==> config.mk <==
export PLATFORM = sky130hd
export DESIGN_NAME = mem_arbiter_ctrl
export DESIGN_NICKNAME = d
export VERILOG_FILES = /design/src/rtl/mem_arb_pkg.sv /design/src/rtl/mem_lane_merge.sv /design/src/rtl/mem_arbiter_ctrl.sv
export SDC_FILE = /design/constraint.sdc
export NUM_CORES = 1
export LEC_CHECK = 0
export ABC_AREA = 1
export CORE_ASPECT_RATIO = 1.75
export CORE_UTILIZATION = 44
export DETAILED_ROUTE_END_ITERATION = 8
export PLACE_DENSITY = 0.9
export SLEW_MARGIN = 10
export SYNTH_ARGS = -nofsm -noshare
export SYNTH_HDL_FRONTEND = slang
export SYNTH_SLANG_ARGS = --single-unit
==> constraint.sdc <==
create_clock -name clk -period 1.95 [get_ports clk]
set_clock_uncertainty 0.15 [all_clocks]
set_input_delay 0.195 -clock clk [delete_from_list [all_inputs] [get_ports clk]]
set_output_delay 0.195 -clock clk [all_outputs]
set_load 0.05 [all_outputs]
==> src/rtl/mem_arb_pkg.sv <==
// Shared definitions for the fetch/LSU memory arbiter: FSM state codes,
// requester ids and the byte-lane merge used by partial-word stores.
package mem_arb_pkg;

    localparam int STATE_W = 1;

    localparam logic [STATE_W-1:0] ST_IDLE   = 1'b0;
    localparam logic [STATE_W-1:0] ST_RMW_WR = 1'b1;

    localparam logic PORT_FETCH = 1'b0;
    localparam logic PORT_LSU   = 1'b1;

    localparam logic [3:0] BE_NONE = 4'b0000;
    localparam logic [3:0] BE_FULL = 4'b1111;

    // Enabled lanes come from the store data, all others keep the old memory word.
    function automatic logic [31:0] laneMerge(
        input logic [3:0]  be,
        input logic [31:0] wdata,
        input logic [31:0] rdata
    );
        logic [31:0] merged;
        merged = rdata;
        for (int i = 0; i < 4; i++) begin
            if (be[i]) begin
                merged[8*i +: 8] = wdata[8*i +: 8];
            end
        end
        return merged;
    endfunction

endpackage

==> src/rtl/mem_lane_merge.sv <==
// Combinational byte-lane merge for the read-modify-write store path.
module mem_lane_merge
    import mem_arb_pkg::*;
(
    input  logic [3:0]  i_be,
    input  logic [31:0] i_wdata,
    input  logic [31:0] i_rdata,
    output logic [31:0] o_merged
);

    assign o_merged = laneMerge(i_be, i_wdata, i_rdata);

endmodule

==> src/rtl/mem_arbiter_ctrl.sv <==
// Single-port memory arbiter between instruction fetch (port 0) and the LSU
// (port 1): data-port priority with starvation relief, RMW for partial stores.
module mem_arbiter_ctrl
    import mem_arb_pkg::*;
#(
    parameter int STARVE_LIMIT = 4,
    parameter int CNT_W        = 3
) (
    input  logic        clk,
    input  logic        reset,

    input  logic        m0_req,
    input  logic [31:0] m0_addr,
    output logic        m0_gnt,
    output logic        m0_rvalid,
    output logic [31:0] m0_rdata,

    input  logic        m1_req,
    input  logic        m1_we,
    input  logic [3:0]  m1_be,
    input  logic [31:0] m1_addr,
    input  logic [31:0] m1_wdata,
    output logic        m1_gnt,
    output logic        m1_rvalid,
    output logic [31:0] m1_rdata,

    output logic        mem_read_control,
    output logic        mem_write_control,
    output logic [31:0] mem_addr,
    output logic [31:0] mem_wdata,
    input  logic [31:0] mem_rdata
);

    localparam logic [CNT_W-1:0] STARVE_MAX = CNT_W'(STARVE_LIMIT);

    logic [STATE_W-1:0] r_state;
    logic [CNT_W-1:0]   r_starveCnt;
    logic               r_m0Rvalid;
    logic [31:0]        r_m0Rdata;
    logic               r_m1Rvalid;
    logic [31:0]        r_m1Rdata;
    logic [31:0]        r_rmwAddr;
    logic [31:0]        r_rmwData;

    logic        w_arbitrate;
    logic        w_starved;
    logic        w_gnt0;
    logic        w_gnt1;
    logic        w_m1Load;
    logic        w_m1FullStore;
    logic        w_m1EmptyStore;
    logic        w_m1PartStore;
    logic        w_rmwWrite;
    logic        w_m1Ack;
    logic [31:0] w_merged;

    // Reset gates every grant and memory strobe so nothing reaches memory while held.
    assign w_arbitrate = !reset && (r_state == ST_IDLE);
    assign w_rmwWrite  = !reset && (r_state == ST_RMW_WR);
    assign w_starved   = (r_starveCnt >= STARVE_MAX);

    assign w_gnt0 = w_arbitrate && m0_req && (!m1_req || w_starved);
    assign w_gnt1 = w_arbitrate && m1_req && !w_gnt0;

    assign w_m1Load       = w_gnt1 && !m1_we;
    assign w_m1FullStore  = w_gnt1 && m1_we && (m1_be == BE_FULL);
    assign w_m1EmptyStore = w_gnt1 && m1_we && (m1_be == BE_NONE);
    assign w_m1PartStore  = w_gnt1 && m1_we && (m1_be != BE_FULL) && (m1_be != BE_NONE);

    assign w_m1Ack = w_m1Load || w_m1FullStore || w_m1EmptyStore || w_rmwWrite;

    mem_lane_merge u_laneMerge (
        .i_be     (m1_be),
        .i_wdata  (m1_wdata),
        .i_rdata  (mem_rdata),
        .o_merged (w_merged)
    );

    always_comb begin
        mem_read_control  = 1'b0;
        mem_write_control = 1'b0;
        mem_addr          = 32'h0;
        mem_wdata         = 32'h0;
        if (w_gnt0) begin
            mem_read_control = 1'b1;
            mem_addr         = m0_addr;
        end else if (w_m1Load || w_m1PartStore) begin
            mem_read_control = 1'b1;
            mem_addr         = m1_addr;
        end else if (w_m1FullStore) begin
            mem_write_control = 1'b1;
            mem_addr          = m1_addr;
            mem_wdata         = m1_wdata;
        end else if (w_rmwWrite) begin
            mem_write_control = 1'b1;
            mem_addr          = r_rmwAddr;
            mem_wdata         = r_rmwData;
        end
    end

    always_ff @(posedge clk) begin
        if (reset) begin
            r_state     <= ST_IDLE;
            r_starveCnt <= '0;
            r_m0Rvalid  <= 1'b0;
            r_m0Rdata   <= 32'h0;
            r_m1Rvalid  <= 1'b0;
            r_m1Rdata   <= 32'h0;
            r_rmwAddr   <= 32'h0;
            r_rmwData   <= 32'h0;
        end else begin
            if (w_m1PartStore) begin
                r_state   <= ST_RMW_WR;
                r_rmwAddr <= m1_addr;
                r_rmwData <= w_merged;
            end else if (r_state == ST_RMW_WR) begin
                r_state <= ST_IDLE;
            end

            // Counts cycles fetch waits while requesting; RMW_WR cycles count too.
            if (!m0_req || w_gnt0) begin
                r_starveCnt <= '0;
            end else if (!w_starved) begin
                r_starveCnt <= r_starveCnt + 1'b1;
            end

            r_m0Rvalid <= w_gnt0;
            if (w_gnt0) begin
                r_m0Rdata <= mem_rdata;
            end

            r_m1Rvalid <= w_m1Ack;
            if (w_m1Ack) begin
                r_m1Rdata <= w_m1Load ? mem_rdata : 32'h0;
            end
        end
    end

    assign m0_gnt    = w_gnt0;
    assign m1_gnt    = w_gnt1;
    assign m0_rvalid = r_m0Rvalid;
    assign m0_rdata  = r_m0Rdata;
    assign m1_rvalid = r_m1Rvalid;
    assign m1_rdata  = r_m1Rdata;

endmodule

# After elaboration in Yosys (flattened, before gate mapping)
# Cells that the tools add are included.
[classes] reduce_logical=26 addsub=1 n_lt_le_gt_ge=1 mux=20 eq_ne=2 bitwise=1
[ops] operator="32-bit 2-to-1 mux" count=9
[ops] operator="8-bit 2-to-1 mux" count=4
[ops] operator="1-bit logical AND" count=12
[ops] operator="1-bit 2-to-1 mux" count=7
[ops] operator="1-bit logical OR" count=6
[ops] operator="1-bit logical NOT" count=5
[ops] operator="4-bit == test, second input constant" count=1
[ops] operator="4-bit logical NOT" count=1
[ops] operator="4-bit inequality test, second input constant" count=1
[ops] operator="4-bit nonzero test" count=1
[ops] operator="3-bit by 1-bit adder with 3-bit output, second input constant" count=1
[ops] operator="3-bit greater-or-equal comparator, second input constant" count=1
[ops] operator="2-bit OR reduction" count=1
[ops] operator="1-bit NOT" count=1
[totals] word_cells=59 input_bits=137 ff_bits=134 output_inout_bits=134

# Longest topological paths before layout
[depth] ltp_word=12 mapped_depth=13 ltp_nobuf=10

# By module
# Synthesis repeated with hierarchy kept, for this count alone.
[hier_totals] cells_unflattened=979 hier_area_um2=6318.6
[by_module_without_submodules] mod="mem_arbiter_ctrl" instances=1 area_each_um2=5898.2 seq_area_each_um2=2682.6 cells_each=875
[by_module_without_submodules] mod="mem_lane_merge" instances=1 area_each_um2=420.4 seq_area_each_um2=0.0 cells_each=104

# Worst setup path before layout
# No wires, ideal clock.
[synth_path] kind="flip-flop to output port" from="register r_starveCnt[2]" to="output port mem_addr[12]" path_stages_with_launch=9 path_slack_ps=-73 n_path_buf=2 required_ps=1605 t_arrival_ps=1678 cell_sequence="dfxtp_1 > inv_2 > nand2_1 > nand3_2 > inv_1 > buf_2 > buf_2 > nand2_1 > nand3_1"
[synth_via] elab_chain_len=11 elab_cells_between_ends=14 classes_between="order compare: 1; mux: 3; reduce/logical: 10"
[synth_lines] element="start: declaration" line="mem_arbiter_ctrl.sv:37" source="logic [CNT_W-1:0] r_starveCnt;"
[synth_lines] element="start signal: assignment" line="mem_arbiter_ctrl.sv:124" source="r_starveCnt <= r_starveCnt + 1'b1;"
[synth_lines] element="3-bit greater-or-equal comparator *" line="mem_arbiter_ctrl.sv:60" source="assign w_starved = (r_starveCnt >= STARVE_MAX);"
[synth_lines] element="1-bit logical OR *" line="mem_arbiter_ctrl.sv:62" source="assign w_gnt0 = w_arbitrate && m0_req && (!m1_req || w_starved);"
[synth_lines] element="1-bit logical AND *" line="mem_arbiter_ctrl.sv:62"
[synth_lines] element="named net m0_gnt" line="mem_arbiter_ctrl.sv:14" source="output logic m0_gnt,"
[synth_lines] element="1-bit logical NOT" line="mem_arbiter_ctrl.sv:63" source="assign w_gnt1 = w_arbitrate && m1_req && !w_gnt0;"
[synth_lines] element="1-bit logical AND" line="mem_arbiter_ctrl.sv:63"
[synth_lines] element="1-bit logical AND" line="mem_arbiter_ctrl.sv:66, mem_arbiter_ctrl.sv:68"
[synth_lines] element="1-bit logical AND (2 in a row)" line="mem_arbiter_ctrl.sv:68" source="assign w_m1PartStore = w_gnt1 && m1_we && (m1_be != BE_FULL) && (m1_be != BE_NONE);"
[synth_lines] element="1-bit logical OR" line="mem_arbiter_ctrl.sv:87" source="end else if (w_m1Load || w_m1PartStore) begin"
[synth_lines] element="32-bit 2-to-1 mux" line="mem_arbiter_ctrl.sv:87"
[synth_lines] element="32-bit 2-to-1 mux *" line="mem_arbiter_ctrl.sv:84" source="if (w_gnt0) begin"
[synth_lines] element="end: declaration" line="mem_arbiter_ctrl.sv:29" source="output logic [31:0] mem_addr,"
# Mark *: on every way through the listed nets, which the timed path passes. The rest lies on a longest branch.

# Worst setup path after layout
[layout_path] from="register r_state" to="output port mem_addr[13]"
[layout_via] elab_chain_len=12 elab_cells_between_ends=18 classes_between="mux: 4; bitwise: 1; reduce/logical: 13"
[layout_lines] element="start: declaration" line="mem_arbiter_ctrl.sv:36" source="logic [STATE_W-1:0] r_state;"
[layout_lines] element="start signal: assignment" line="mem_arbiter_ctrl.sv:103" source="r_state <= ST_IDLE;"
[layout_lines] element="start signal: assignment" line="mem_arbiter_ctrl.sv:113" source="r_state <= ST_RMW_WR;"
[layout_lines] element="start signal: assignment" line="mem_arbiter_ctrl.sv:117" source="r_state <= ST_IDLE;"
[layout_lines] element="1-bit NOT" line="mem_arbiter_ctrl.sv:58" source="assign w_arbitrate = !reset && (r_state == ST_IDLE);"
[layout_lines] element="1-bit logical AND" line="mem_arbiter_ctrl.sv:58"
[layout_lines] element="1-bit logical AND (2 in a row)" line="mem_arbiter_ctrl.sv:62"
[layout_lines] element="1-bit logical NOT" line="mem_arbiter_ctrl.sv:63"
[layout_lines] element="1-bit logical AND" line="mem_arbiter_ctrl.sv:63"
[layout_lines] element="1-bit logical AND" line="mem_arbiter_ctrl.sv:66, mem_arbiter_ctrl.sv:68"
[layout_lines] element="1-bit logical AND (2 in a row)" line="mem_arbiter_ctrl.sv:68"
[layout_lines] element="1-bit logical OR" line="mem_arbiter_ctrl.sv:87"
[layout_lines] element="32-bit 2-to-1 mux" line="mem_arbiter_ctrl.sv:87"
[layout_lines] element="32-bit 2-to-1 mux *" line="mem_arbiter_ctrl.sv:84"
# Every way passes the cells marked *; elsewhere a longest branch is shown, timed or not.

==> summary.md <==
| Metric | Value |
|---|---|
| Worst-case headroom to the max-slew limit | 58.2% |
| Worst-case setup slack after placement | -0.419 ns |
| Cell area power density | 681 nW/um^2 |
| Hold Crit Class | input pin to flop |
| Post-synthesis area per instance | 6.83 sq um |
| Violations in the final reports | negative setup slack |
| Critical path type | flop to output port |
| Startpoint types | flop |
| Layout net count | 1400 |
| Initial antenna violation count | 2 |
| Die span in y | 165 um |
| Total grt overflow | 0 |
| Endpoint class of the critical path | output port |
| Chip width | 95.1 um |
| Area of the core | 14800 sq um |
| Hold path depth | 5 |
| Wire length of the first global-routing pass | 37200 um |
| Final-report hold violation count | 0 |
| Clock slew at the register clock pins of the worst setup and hold paths | 0.06 ns |
| Total Die Area | 15700 sq um |
| Number of search-and-repair iterations in the first detailed-routing pass | 7 |
| Number of cells in the finished layout apart from fillers | 1460 |
| Maximum number of pins on one net before global-route repair | 65 |
| Global-route usage over all layers | 30.9% |
| Peak Freq | 459 MHz |
| Combined area of all synthesized cells | 6680 sq um |
| Final standard cell utilization of the core | 77.1% |
| Path depth of the worst reg2reg path | 9 |
| Leakage | 5.13 nW |
| Run status | finished with violations |
| Minimum clock period | 2.18 ns |
| Longest Clk Path Bufs | 2 |
| Final max-slew violation count | 0 |
| Minimum setup slack in the final design | -0.230 ns |
| Final setup violation count | 67 |
| Via count of the routed design | 7909 |
| Fraction of power spent switching nets | 30.4% |
| Maximum vdd ir drop | 982 uV |
| Post-route ant nets | 0 |
| Final TNS setup | -8.59 ns |
| Vias in the first global route | 7554 |
| CTS sink count | 134 |
| Number of buffers added on ports | 270 |
| Max Fanout on Critical Path | 7 |
| Routed WL per cell | 17.8 um |
| Transition time at the pin with the least slew margin | 0.628 ns |
| Number of placed instances with taps included | 1410 |
| # IOs | 271 |
| Number of rows in the core area | 59 |
| Gpl congestion | 0.892 |
| DRC | 0 |
| Count of maximum capacitance violations | 0 |
| Syn-to-layout area delta | 71.5% |
| Syn. warnings | 0 |
| Seq cells post-synth | 134 |
| Via density per instance | 5.42 |
| Unique cell type count in the Yosys netlist | 31 |
| Initial core utilization | 45.0% |
| NetSw | 2.37 mW |
| Root Buffer | sky130_fd_sc_hd__clkbuf_16 |
| Portion of total power attributed to the clock network | 40.1% |
| Combinational power share | 22.4% |
| Synthesized instance count | 977 |
| Number of nets in the synthesized netlist | 1116 |
| Violation count after the first detailed-route iteration | 612 |
| TritonCTS buffer count | 17 |
| Internal power | 5.42 mW |
| Layout cell share with drive strength beyond 1 | 25.1% |
| Data arrival, critical path | 1.84 ns |
| Proportion of synthesized chip area in sequential cells | 40.2% |
| Share of power burned in registers | 37.5% |
| Insertion delay of the later-clocked pin in the worst-skew pair | 0.41 ns |
| Half-perimeter wire length after placement | 17000 um |
| RSZ-0062 raised after global routing | true |
| Fraction of the cycle the final worst path needs | 112% |
| Data required time at the worst endpoint | 1.60 ns |
| Detailed Route WL | 25900 um |
| H-tree lvl count | 4 |
| Clock tree from TritonCTS | built |
| Total power consumption of the routed design | 7.79 mW |
-- critical path, cell delays in order, from the launching register on --
cell and delay [ns]:
sky130_fd_sc_hd__dfxtp_2 0.34, sky130_fd_sc_hd__nor2_4 0.21, sky130_fd_sc_hd__nand2_8 0.09, sky130_fd_sc_hd__nor2_8 0.12, sky130_fd_sc_hd__nand2_8 0.12, sky130_fd_sc_hd__nand2_4 0.15, sky130_fd_sc_hd__nand2_1 0.09, sky130_fd_sc_hd__nand4_1 0.14
sky130_fd_sc_hd__buf_12 0.16
-- area by class of cell --
class	count	area, sq um
timing repair buffer	329	4110
antenna	3	7.51
inverter	20	108
multi-input combinational	759	3740
tap	183	229
fill	945	3390
clock inverter	14	141
clock buffer	18	429
sequential	134	2690
-- registers in the layout (all words and copies together) (netlist names) --
| signal | flops |
|---|---|
| m0_rdata | 32 |
| m0_rvalid | 1 |
| m1_rdata | 32 |
| m1_rvalid | 1 |
| r_rmwAddr | 32 |
| r_rmwData | 32 |
| r_starveCnt | 3 |
| r_state | 1 |
-- per-stage QoR --
| step | hold slack (ns) | instance area (sq um) |
|---|---|---|
| after global routing | 0.188 | 11400 |
| after floorplan | 0.188 | 6730 |
| after global placement | 0.302 | 10300 |
| final | 0.181 | 11400 |
| after CTS | 0.151 | 11200 |
| after detailed placement | 0.307 | 10300 |
-- placed cells by master (no fill, tap or decap), types with 4 or more instances in the layout --
cell type,n
sky130_fd_sc_hd__inv_2,7
sky130_fd_sc_hd__nand2_1,355
sky130_fd_sc_hd__nor2_4,5
sky130_fd_sc_hd__nand3_4,4
sky130_fd_sc_hd__a21oi_1,66
sky130_fd_sc_hd__dfxtp_1,132
sky130_fd_sc_hd__inv_6,9
sky130_fd_sc_hd__nor2_1,81
sky130_fd_sc_hd__clkbuf_16,19
sky130_fd_sc_hd__inv_1,5
sky130_fd_sc_hd__buf_12,79
sky130_fd_sc_hd__nand2_8,4
sky130_fd_sc_hd__o21ai_0,34
sky130_fd_sc_hd__o21ai_1,30
sky130_fd_sc_hd__buf_4,41
sky130_fd_sc_hd__nand3_2,17
sky130_fd_sc_hd__nor2_2,50
sky130_fd_sc_hd__clkdlybuf4s50_1,167
sky130_fd_sc_hd__dlygate4sd2_1,6
sky130_fd_sc_hd__nand2_2,57
sky130_fd_sc_hd__nand4_1,47
sky130_fd_sc_hd__dlymetal6s2s_1,26
-- kinds of logic after synthesis --
group / count (synthesis) / synth area share [%]
AO/OA/AOI/OAI: 131 / 9.99
adder cells (fa/ha/maj): 2 / 0.375
buffers and inverters: 87 / 8.56
flip-flops: 134 / 40.2
AND/OR/NAND/NOR: 623 / 40.9
-- path summary, 6_finish.rpt --
check / startpoint / end / slack (ns)
worst max-delay path: r_state / mem_addr[13] / -0.23
worst min-delay path: reset / r_starveCnt[2] / 0.18
worst max register to register: r_starveCnt[2] / r_rmwAddr[28] / 0.12
worst min register to register: m0_rdata[19] / m0_rdata[19] / 0.32
-- synth_stat cells --
master,count,share of area [%]
sky130_fd_sc_hd__a21oi_1,66,4.9
sky130_fd_sc_hd__buf_1,1,0.056
sky130_fd_sc_hd__buf_12,6,1.8
sky130_fd_sc_hd__buf_2,13,0.97
sky130_fd_sc_hd__buf_4,5,0.56
sky130_fd_sc_hd__buf_6,11,1.9
sky130_fd_sc_hd__buf_8,1,0.22
sky130_fd_sc_hd__clkbuf_1,29,1.6
sky130_fd_sc_hd__clkbuf_2,1,0.075
sky130_fd_sc_hd__dfxtp_1,134,40
sky130_fd_sc_hd__ha_1,2,0.37
sky130_fd_sc_hd__inv_1,7,0.39
sky130_fd_sc_hd__inv_2,8,0.45
sky130_fd_sc_hd__inv_4,3,0.28
sky130_fd_sc_hd__inv_6,2,0.26
sky130_fd_sc_hd__nand2_1,408,23
sky130_fd_sc_hd__nand2_2,7,0.66
sky130_fd_sc_hd__nand2_4,1,0.17
sky130_fd_sc_hd__nand2_8,1,0.30
sky130_fd_sc_hd__nand3_1,19,1.4
sky130_fd_sc_hd__nand3_2,1,0.15
sky130_fd_sc_hd__nand3_4,1,0.26
sky130_fd_sc_hd__nand4_1,47,4.4
sky130_fd_sc_hd__nand4_4,1,0.32
sky130_fd_sc_hd__nor2_1,82,4.6
sky130_fd_sc_hd__nor2_2,50,4.7
sky130_fd_sc_hd__nor2_4,4,0.67
sky130_fd_sc_hd__nor2_8,1,0.30
sky130_fd_sc_hd__o21ai_0,34,2.5
sky130_fd_sc_hd__o21ai_1,30,2.2
sky130_fd_sc_hd__o21ai_4,1,0.24
-- power groups by stage --
| stage | Clock [mW] | Sequential, mW | Combinational, mW |
|---|---|---|---|
| final | 3.13 | 2.92 | 1.75 |
| after global routing | 3.30 | 2.93 | 1.84 |
| after CTS | 3.15 | 2.92 | 1.71 |
| after detailed placement | 0 | 2.98 | 1.67 |
| after global placement | 0 | 2.97 | 1.64 |
| after floorplan | 0 | 3.12 | 0.703 |
-- what timing repair did --
action | CTS | global route
hold buffers | 0 | 0
buffers inserted | 5 | 2
gates resized for setup | 61 | 62
pin swaps | 8 | 13
gates cloned | 4 | 4
endpoints found under the setup margin | 68 | 92
-- per-layer routing --
layer | routed length, um | track usage (%) | part of all wire, %
met1 | 8940 | 30.8 | 34
met2 | 13800 | 56.6 | 53
met3 | 1790 | 6.72 | 6.9
met4 | 1390 | 19.2 | 5.3
met5 | 0 | 0 | 0
(Power assumes the default switching activity.)
